[config.mk]
export PLATFORM = sky130hd
export DESIGN_NAME = cycle_sequencer_flat
export DESIGN_NICKNAME = d
export VERILOG_FILES = /design/src/rtl/washer_pkg.sv /design/src/rtl/cycle_sequencer_if.sv /design/src/rtl/cycle_sequencer_phase_timer.sv /design/src/rtl/cycle_sequencer.sv /design/src/flat_wrapper.sv
export SDC_FILE = /design/constraint.sdc
export NUM_CORES = 1
export LEC_CHECK = 0
export ABC_AREA = 1
export CAP_MARGIN = 40
export CORE_MARGIN = 1.5
export CORE_UTILIZATION = 45
export CTS_BUF_LIST = sky130_fd_sc_hd__clkbuf_16
export CTS_CLUSTER_DIAMETER = 120
export DETAILED_ROUTE_END_ITERATION = 16
export GPL_TIMING_DRIVEN = 0
export PLACE_DENSITY = 0.62
export SYNTH_ARGS = -nofsm -noshare
export SYNTH_HDL_FRONTEND = slang
export SYNTH_SLANG_ARGS = --single-unit
[constraint.sdc]
create_clock -name clk -period 2.9 [get_ports clk]
set_input_delay 0.58 -clock clk [delete_from_list [all_inputs] [get_ports clk]]
set_output_delay 0.58 -clock clk [all_outputs]
set_load 0.01 [all_outputs]
[src/rtl/washer_pkg.sv]
// Shared definitions for the washing-machine cycle sequencer.
// Holds the FSM state encoding, the two-bit phase codes presented on the
// phase output, the default prescaler length, and small helpers that pick
// the next non-empty phase and that phase's duration.
package washer_pkg;

    localparam int TICKS_PER_UNIT_DEFAULT = 4;

    typedef enum logic [2:0] {
        ST_IDLE  = 3'd0,
        ST_WASH  = 3'd1,
        ST_RINSE = 3'd2,
        ST_SPIN  = 3'd3,
        ST_DONE  = 3'd4
    } state_e;

    localparam logic [1:0] PHASE_IDLE  = 2'b00;
    localparam logic [1:0] PHASE_WASH  = 2'b01;
    localparam logic [1:0] PHASE_RINSE = 2'b10;
    localparam logic [1:0] PHASE_SPIN  = 2'b11;

    function automatic logic is_phase(state_e st);
        return (st == ST_WASH) || (st == ST_RINSE) || (st == ST_SPIN);
    endfunction

    // First phase after 'cur' (in wash, rinse, spin order) whose duration is
    // nonzero; DONE when every later phase is empty. Empty phases are never
    // entered, so no cycle is spent in them.
    function automatic state_e next_phase(state_e cur, logic [3:0] w, logic [3:0] r, logic [3:0] s);
        state_e nxt;
        nxt = ST_DONE;
        if (cur == ST_IDLE && w != 4'd0) begin
            nxt = ST_WASH;
        end else if ((cur == ST_IDLE || cur == ST_WASH) && r != 4'd0) begin
            nxt = ST_RINSE;
        end else if ((cur == ST_IDLE || cur == ST_WASH || cur == ST_RINSE) && s != 4'd0) begin
            nxt = ST_SPIN;
        end
        return nxt;
    endfunction

    function automatic logic [3:0] phase_duration(state_e st, logic [3:0] w, logic [3:0] r, logic [3:0] s);
        logic [3:0] d;
        case (st)
            ST_WASH:  d = w;
            ST_RINSE: d = r;
            ST_SPIN:  d = s;
            default:  d = 4'd0;
        endcase
        return d;
    endfunction

    function automatic logic [1:0] phase_code(state_e st);
        logic [1:0] c;
        case (st)
            ST_WASH:  c = PHASE_WASH;
            ST_RINSE: c = PHASE_RINSE;
            ST_SPIN:  c = PHASE_SPIN;
            default:  c = PHASE_IDLE;
        endcase
        return c;
    endfunction

endpackage

[src/rtl/cycle_sequencer_if.sv]
// Bundle of the sequencer's control inputs and status/actuator outputs.
//   master : drives cycle_ready, durations, door_closed, pause, abort;
//            observes phase, actuators, door_lock, remaining_units, busy,
//            cycle_done.
//   slave  : the sequencer side (directions reversed).
interface cycle_sequencer_if;

    logic       cycle_ready;
    logic [3:0] wash_duration;
    logic [3:0] rinse_duration;
    logic [3:0] spin_duration;
    logic       door_closed;
    logic       pause;
    logic       abort;

    logic [1:0] phase;
    logic       wash_motor;
    logic       water_valve;
    logic       spin_motor;
    logic       door_lock;
    logic [3:0] remaining_units;
    logic       busy;
    logic       cycle_done;

    modport master (
        output cycle_ready, wash_duration, rinse_duration, spin_duration,
               door_closed, pause, abort,
        input  phase, wash_motor, water_valve, spin_motor, door_lock,
               remaining_units, busy, cycle_done
    );

    modport slave (
        input  cycle_ready, wash_duration, rinse_duration, spin_duration,
               door_closed, pause, abort,
        output phase, wash_motor, water_valve, spin_motor, door_lock,
               remaining_units, busy, cycle_done
    );

endinterface

[src/rtl/cycle_sequencer_phase_timer.sv]
// Phase timer: a prescaler counting 0..TICKS_PER_UNIT-1 feeding a 4-bit
// unit down-counter.
//   clk, reset     : clock, synchronous active-high reset
//   clear_i        : zero both counters (cycle cancelled)
//   load_i         : phase entry; value <= load_value_i, prescaler <= 0
//   en_i           : a phase is running
//   hold_i         : freeze both counters
//   value_o        : units left in the current phase
//   expire_o       : last tick of the last unit; phase ends at this edge
module phase_timer
    import washer_pkg::*;
#(
    parameter int TICKS_PER_UNIT = TICKS_PER_UNIT_DEFAULT
) (
    input  logic       clk,
    input  logic       reset,
    input  logic       clear_i,
    input  logic       load_i,
    input  logic [3:0] load_value_i,
    input  logic       en_i,
    input  logic       hold_i,
    output logic [3:0] value_o,
    output logic       expire_o
);

    localparam logic [15:0] PRESC_MAX = 16'(TICKS_PER_UNIT - 1);

    logic [15:0] presc_q;
    logic [3:0]  value_q;
    logic        count_en;
    logic        wrap;

    assign count_en = en_i && !hold_i;
    assign wrap     = (presc_q == PRESC_MAX);
    assign expire_o = count_en && wrap && (value_q == 4'd1);
    assign value_o  = value_q;

    always_ff @(posedge clk) begin
        if (reset || clear_i) begin
            presc_q <= '0;
            value_q <= '0;
        end else if (load_i) begin
            presc_q <= '0;
            value_q <= load_value_i;
        end else if (count_en) begin
            if (wrap) begin
                presc_q <= '0;
                // Final unit drops to 0 so remaining_units reads 0 in DONE.
                if (value_q != 4'd0) begin
                    value_q <= value_q - 4'd1;
                end
            end else begin
                presc_q <= presc_q + 16'd1;
            end
        end
    end

endmodule

[src/rtl/cycle_sequencer.sv]
// Washing-machine cycle sequencer: IDLE -> WASH -> RINSE -> SPIN -> DONE,
// skipping zero-length phases, with pause/door hold and abort.
//   clk, reset : clock, synchronous active-high reset
//   bus        : cycle_sequencer_if.slave -- cycle_ready, three 4-bit
//                durations, door_closed, pause, abort in; phase, actuator
//                enables, door_lock, remaining_units, busy, cycle_done out.
// Every output comes straight from a register.
module cycle_sequencer
    import washer_pkg::*;
#(
    parameter int TICKS_PER_UNIT = TICKS_PER_UNIT_DEFAULT
) (
    input  logic                clk,
    input  logic                reset,
    cycle_sequencer_if.slave    bus
);

    state_e     state_q, state_d;
    logic       latch_durations;
    logic       tmr_load;
    logic       tmr_clear;
    logic [3:0] tmr_load_value;
    logic [3:0] tmr_value;
    logic       tmr_expire;
    logic       hold;

    logic [3:0] dur_in [3];
    logic [3:0] dur_q  [3];
    logic [3:0] dur_src [3];

    logic [1:0] phase_q;
    logic       wash_motor_q;
    logic       water_valve_q;
    logic       spin_motor_q;
    logic       busy_q;
    logic       cycle_done_q;

    assign hold = bus.pause || !bus.door_closed;

    assign dur_in[0] = bus.wash_duration;
    assign dur_in[1] = bus.rinse_duration;
    assign dur_in[2] = bus.spin_duration;

    // Durations are latched once per cycle, only when a start is accepted.
    // While starting, the phase choice must use the live inputs because
    // the latch has not happened yet.
    generate
        for (genvar gi = 0; gi < 3; gi++) begin : g_dur
            always_ff @(posedge clk) begin
                if (reset) begin
                    dur_q[gi] <= '0;
                end else if (latch_durations) begin
                    dur_q[gi] <= dur_in[gi];
                end
            end
            assign dur_src[gi] = (state_q == ST_IDLE) ? dur_in[gi] : dur_q[gi];
        end
    endgenerate

    phase_timer #(
        .TICKS_PER_UNIT (TICKS_PER_UNIT)
    ) u_timer (
        .clk          (clk),
        .reset        (reset),
        .clear_i      (tmr_clear),
        .load_i       (tmr_load),
        .load_value_i (tmr_load_value),
        .en_i         (is_phase(state_q)),
        .hold_i       (hold),
        .value_o      (tmr_value),
        .expire_o     (tmr_expire)
    );

    always_ff @(posedge clk) begin
        if (reset) begin
            state_q <= ST_IDLE;
        end else begin
            state_q <= state_d;
        end
    end

    always_comb begin
        state_d         = state_q;
        latch_durations = 1'b0;
        tmr_clear       = 1'b0;
        case (state_q)
            ST_IDLE: begin
                if (bus.cycle_ready && bus.door_closed && !bus.abort) begin
                    latch_durations = 1'b1;
                    state_d = next_phase(ST_IDLE, dur_src[0], dur_src[1], dur_src[2]);
                end
            end
            ST_WASH, ST_RINSE, ST_SPIN: begin
                // Abort beats completion; expire is already gated by hold.
                if (bus.abort) begin
                    state_d   = ST_IDLE;
                    tmr_clear = 1'b1;
                end else if (tmr_expire) begin
                    state_d = next_phase(state_q, dur_src[0], dur_src[1], dur_src[2]);
                end
            end
            default: begin
                state_d = ST_IDLE;
            end
        endcase
        tmr_load       = (state_d != state_q) && is_phase(state_d);
        tmr_load_value = phase_duration(state_d, dur_src[0], dur_src[1], dur_src[2]);
    end

    // Outputs are computed from the next state so they line up with the
    // state register; actuators also see this cycle's hold, giving one
    // cycle of latency from pause/door to the enables.
    always_ff @(posedge clk) begin
        if (reset) begin
            phase_q       <= PHASE_IDLE;
            wash_motor_q  <= 1'b0;
            water_valve_q <= 1'b0;
            spin_motor_q  <= 1'b0;
            busy_q        <= 1'b0;
            cycle_done_q  <= 1'b0;
        end else begin
            phase_q       <= phase_code(state_d);
            wash_motor_q  <= (state_d == ST_WASH)  && !hold;
            water_valve_q <= (state_d == ST_RINSE) && !hold;
            spin_motor_q  <= (state_d == ST_SPIN)  && !hold;
            busy_q        <= (state_d != ST_IDLE);
            cycle_done_q  <= (state_d == ST_DONE);
        end
    end

    assign bus.phase           = phase_q;
    assign bus.wash_motor      = wash_motor_q;
    assign bus.water_valve     = water_valve_q;
    assign bus.spin_motor      = spin_motor_q;
    assign bus.door_lock       = busy_q;
    assign bus.busy            = busy_q;
    assign bus.remaining_units = tmr_value;
    assign bus.cycle_done      = cycle_done_q;

endmodule

[src/flat_wrapper.sv]
// flat-port wrapper written by rule: the top's interface ports become plain ports
module cycle_sequencer_flat import washer_pkg::*;
#(
    parameter int TICKS_PER_UNIT = TICKS_PER_UNIT_DEFAULT
)
  (clk, reset, bus_cycle_ready, bus_wash_duration, bus_rinse_duration, bus_spin_duration, bus_door_closed, bus_pause, bus_abort, bus_phase, bus_wash_motor, bus_water_valve, bus_spin_motor, bus_door_lock, bus_remaining_units, bus_busy, bus_cycle_done);
  cycle_sequencer_if bus_i ();
  input  logic clk;
  input  logic reset;
  input wire logic [$bits(bus_i.cycle_ready)-1:0] bus_cycle_ready;
  input wire logic [$bits(bus_i.wash_duration)-1:0] bus_wash_duration;
  input wire logic [$bits(bus_i.rinse_duration)-1:0] bus_rinse_duration;
  input wire logic [$bits(bus_i.spin_duration)-1:0] bus_spin_duration;
  input wire logic [$bits(bus_i.door_closed)-1:0] bus_door_closed;
  input wire logic [$bits(bus_i.pause)-1:0] bus_pause;
  input wire logic [$bits(bus_i.abort)-1:0] bus_abort;
  output wire logic [$bits(bus_i.phase)-1:0] bus_phase;
  output wire logic [$bits(bus_i.wash_motor)-1:0] bus_wash_motor;
  output wire logic [$bits(bus_i.water_valve)-1:0] bus_water_valve;
  output wire logic [$bits(bus_i.spin_motor)-1:0] bus_spin_motor;
  output wire logic [$bits(bus_i.door_lock)-1:0] bus_door_lock;
  output wire logic [$bits(bus_i.remaining_units)-1:0] bus_remaining_units;
  output wire logic [$bits(bus_i.busy)-1:0] bus_busy;
  output wire logic [$bits(bus_i.cycle_done)-1:0] bus_cycle_done;
  assign bus_i.cycle_ready = bus_cycle_ready;
  assign bus_i.wash_duration = bus_wash_duration;
  assign bus_i.rinse_duration = bus_rinse_duration;
  assign bus_i.spin_duration = bus_spin_duration;
  assign bus_i.door_closed = bus_door_closed;
  assign bus_i.pause = bus_pause;
  assign bus_i.abort = bus_abort;
  assign bus_phase = bus_i.phase;
  assign bus_wash_motor = bus_i.wash_motor;
  assign bus_water_valve = bus_i.water_valve;
  assign bus_spin_motor = bus_i.spin_motor;
  assign bus_door_lock = bus_i.door_lock;
  assign bus_remaining_units = bus_i.remaining_units;
  assign bus_busy = bus_i.busy;
  assign bus_cycle_done = bus_i.cycle_done;
  cycle_sequencer #(.TICKS_PER_UNIT(TICKS_PER_UNIT)) u_core (.clk(clk), .reset(reset), .bus(bus_i));
endmodule
==> results.sh <==
export IMPL_status="completed"
export IMPL_vias_per_cell=4.92
export IMPL_hpwl_um=4560
export IMPL_cts_made_buffers=5
export IMPL_synth_ff_type="dfxtp_1"
export IMPL_syn_nets=411
export IMPL_setup_viol=0
export IMPL_design_area_sq_mm=0.00328
export IMPL_synth_area_leaders="dfxtp_1 (23%), nand2_1 (14%), edfxtp_1 (14%), nand3_1 (8.9%), inv_1 (8.8%)"
export IMPL_crit_arrival_ps=2980
export IMPL_first_pass_iters=4
export IMPL_area_growth_pct=24.1
export IMPL_antenna_found_initial=0
export IMPL_nNetsFinal=455
export IMPL_cp_end_kind="flop"
export IMPL_final_setup_skew_ps=6.07
export IMPL_post_route_period_util_pct=95.3
export IMPL_setup_tns_ps=0
export IMPL_clkSlewWorstSetupHoldPaths_ps=60
export IMPL_yosysUniqueCellTypes=33
export IMPL_first_global_vias=2261
export IMPL_io_buffer_count=29
export IMPL_cts_sinks=42
export IMPL_wl_per_cell_um=11.8
export IMPL_cp_required_ps=3110
export IMPL_via_count=2490
export IMPL_rows=27
export IMPL_wirelength_um=5980
export IMPL_layout_commonest_cell="nand2_1"
export IMPL_synth_edf_count=12
export IMPL_cts_path_max_buffers=2
export IMPL_dieArea_sq_mm=0.00633
export IMPL_fmax_mhz=362
export IMPL_grt_use_total_pct=20.1
export IMPL_worst_pin_slew_ps=525
export IMPL_crit_fanout=10
export IMPL_ctsHtreeMaxLevel=2
export IMPL_regArea_sq_um=961
export IMPL_die_y_um=79.6
export IMPL_final_cell_mix="nand2_1 (97), inv_1 (60), nor2_1 (57)"
export IMPL_irDropWorstVdd_v=0.000253
export IMPL_clkLatencyLatePin_ps=290
export IMPL_die_w_um=79.6
export IMPL_drv_slew=0
export IMPL_critPathKind="input pin to flop"
export IMPL_fill_cells=531
export IMPL_ys_ff_latch=42
export IMPL_cts_root_buf="clkbuf_16"
export IMPL_cts_hold_buf=0
export IMPL_grt_pass1_wl_um=9950
export IMPL_multiInputGateArea_sq_mm=0.00141
export IMPL_gp_congestion=0.862
export IMPL_layout_drive_gt1_share_pct=13.4
export IMPL_drc=0
export IMPL_cts_tree="yes"
export IMPL_hold_path_class="flop to flop"
export IMPL_netlist_area_sq_mm=0.00264
export IMPL_hold_slack_ps=490
export IMPL_pin_count=30
export IMPL_yosysTopAreaCell="dfxtp_1"
export IMPL_core_area_sq_mm=0.00557
export IMPL_initial_core_util_pct=47.3
export IMPL_hold_viol_final=0
export IMPL_synth_cells=389
export IMPL_max_slew_margin_pct=64.9
export IMPL_drt_iter0_markers=75
export IMPL_synth_top_area_share_pct=22.8
export IMPL_place_area_sq_mm=0.00302
export IMPL_grt_overflow_total=0
export IMPL_ys_warn_count=0
export IMPL_power_density_mw_per_mm2=430
export IMPL_antenna_cells=0
export IMPL_leakagePower_nw=1.50
export IMPL_synthArstFlopShare_pct=0
export IMPL_grt_max_degree=15
export IMPL_yosysSeqAreaShare_pct=36.4
export IMPL_cap_violations=0
export IMPL_min_period_ps=2760
export IMPL_antenna_left=0
export IMPL_avgSynthCellArea_sq_um=6.78
export IMPL_worst_setup_path_start_kind="input pin"
export IMPL_power_mw=1.41
cell type report:
cell class | count | area share [%]
Buffer | 8 | 1.91
Clock buffer | 5 | 3.82
Clock inverter | 3 | 1.30
Inverter | 65 | 7.45
Multi-Input combinational cell | 275 | 43.0
Sequential cell | 42 | 29.3
Tap cell | 72 | 2.75
Timing Repair Buffer | 36 | 10.5
registers in the layout, summed over array words and instances, names as in the netlist:
register / flops
u_core.u_timer.presc_q: 16
u_core.dur_q: 12
u_core.u_timer.value_o: 4
u_core.state_q: 3
u_core.bus.phase: 2
u_core.bus.busy: 1
u_core.bus.cycle_done: 1
u_core.bus.spin_motor: 1
u_core.bus.wash_motor: 1
u_core.bus.water_valve: 1
cell families after synthesis:
logic type,Yosys count,synth area share [%]
xor gates and xnor gates,4,1.33
DFF,42,36.4
AOI/OAI and AO/OA,27,5.93
buffers and inverters,73,11.6
adders and majority gates,4,1.90
and+or+nand+nor,239,42.9
worst paths after layout:
| kind | start | to | slack, ps | cells past startpoint |
|---|---|---|---|---|
| hold reg to reg | u_core.u_timer.presc_q[1] | u_core.u_timer.presc_q[1] | 490 | 2 |
| hold / removal | u_core.u_timer.presc_q[1] | u_core.u_timer.presc_q[1] | 490 | 2 |
| setup / recovery | bus_door_closed | u_core.u_timer.presc_q[9] | 140 | 16 |
| setup reg to reg | u_core.state_q[1] | u_core.u_timer.presc_q[9] | 320 | 19 |
critical path, stage by stage:
cell             delay (ps)
clkdlybuf4s50_1         480
inv_1                    40
nor2_1                  150
inv_2                    80
nor2_4                  120
nand4_1                 240
a21oi_2                 250
nand2_2                 110
nand2_4                  90
nand2_2                  60
a21oi_2                 130
nand2_2                 100
nand2_4                 120
nand2_4                  90
buf_6                   160
nor3b_2                 160
synthesized netlist by cell type (3+ instances only):
cell,count
a21oi_1,7
buf_6,3
dfxtp_1,30
edfxtp_1,12
ha_1,4
inv_1,62
inv_2,3
nand2_1,97
nand2_2,7
nand2_4,4
nand3_1,47
nand4_1,5
nor2_1,59
nor3b_1,7
nor3b_2,5
o21ai_0,7
o21ai_1,5
xor2_1,3
what timing repair did:
action / 4_1_cts / 5_1_grt
resized for setup: 0 / 10
endpoints found under the hold margin: 0 / 0
buffers inserted: 0 / 7
endpoints found under the setup margin: 0 / 20
power breakdown:
| group | leakage, nW | total (mW) | internal (mW) | switching, mW |
|---|---|---|---|---|
| Clock | 0.0847 | 0.643 | 0.407 | 0.235 |
| Sequential | 0.368 | 0.621 | 0.615 | 0.00571 |
| Combinational | 1.04 | 0.146 | 0.0618 | 0.0840 |
| Total | 1.50 | 1.41 | 1.08 | 0.325 |
per-layer routing:
layer / vias up / global-route usage (%) / wire (um)
met5: - / 0 / 0
met4: 0 / 5.79 / 59
met3: 7 / 3.54 / 246
met2: 47 / 34.8 / 2970
met1: 1118 / 25.4 / 2700
li1: 1318 / - / -
per-stage QoR:
stage	setup slack, ps	std cells	util, %
after floorplan	565	389	-
after global placement	-230	490	54.2
after detailed placement	-261	490	54.2
after CTS	23.4	498	57.2
after global routing	-42.6	506	58.8
final	136	506	58.8
Note: power is estimated with default switching activity, not from simulation.
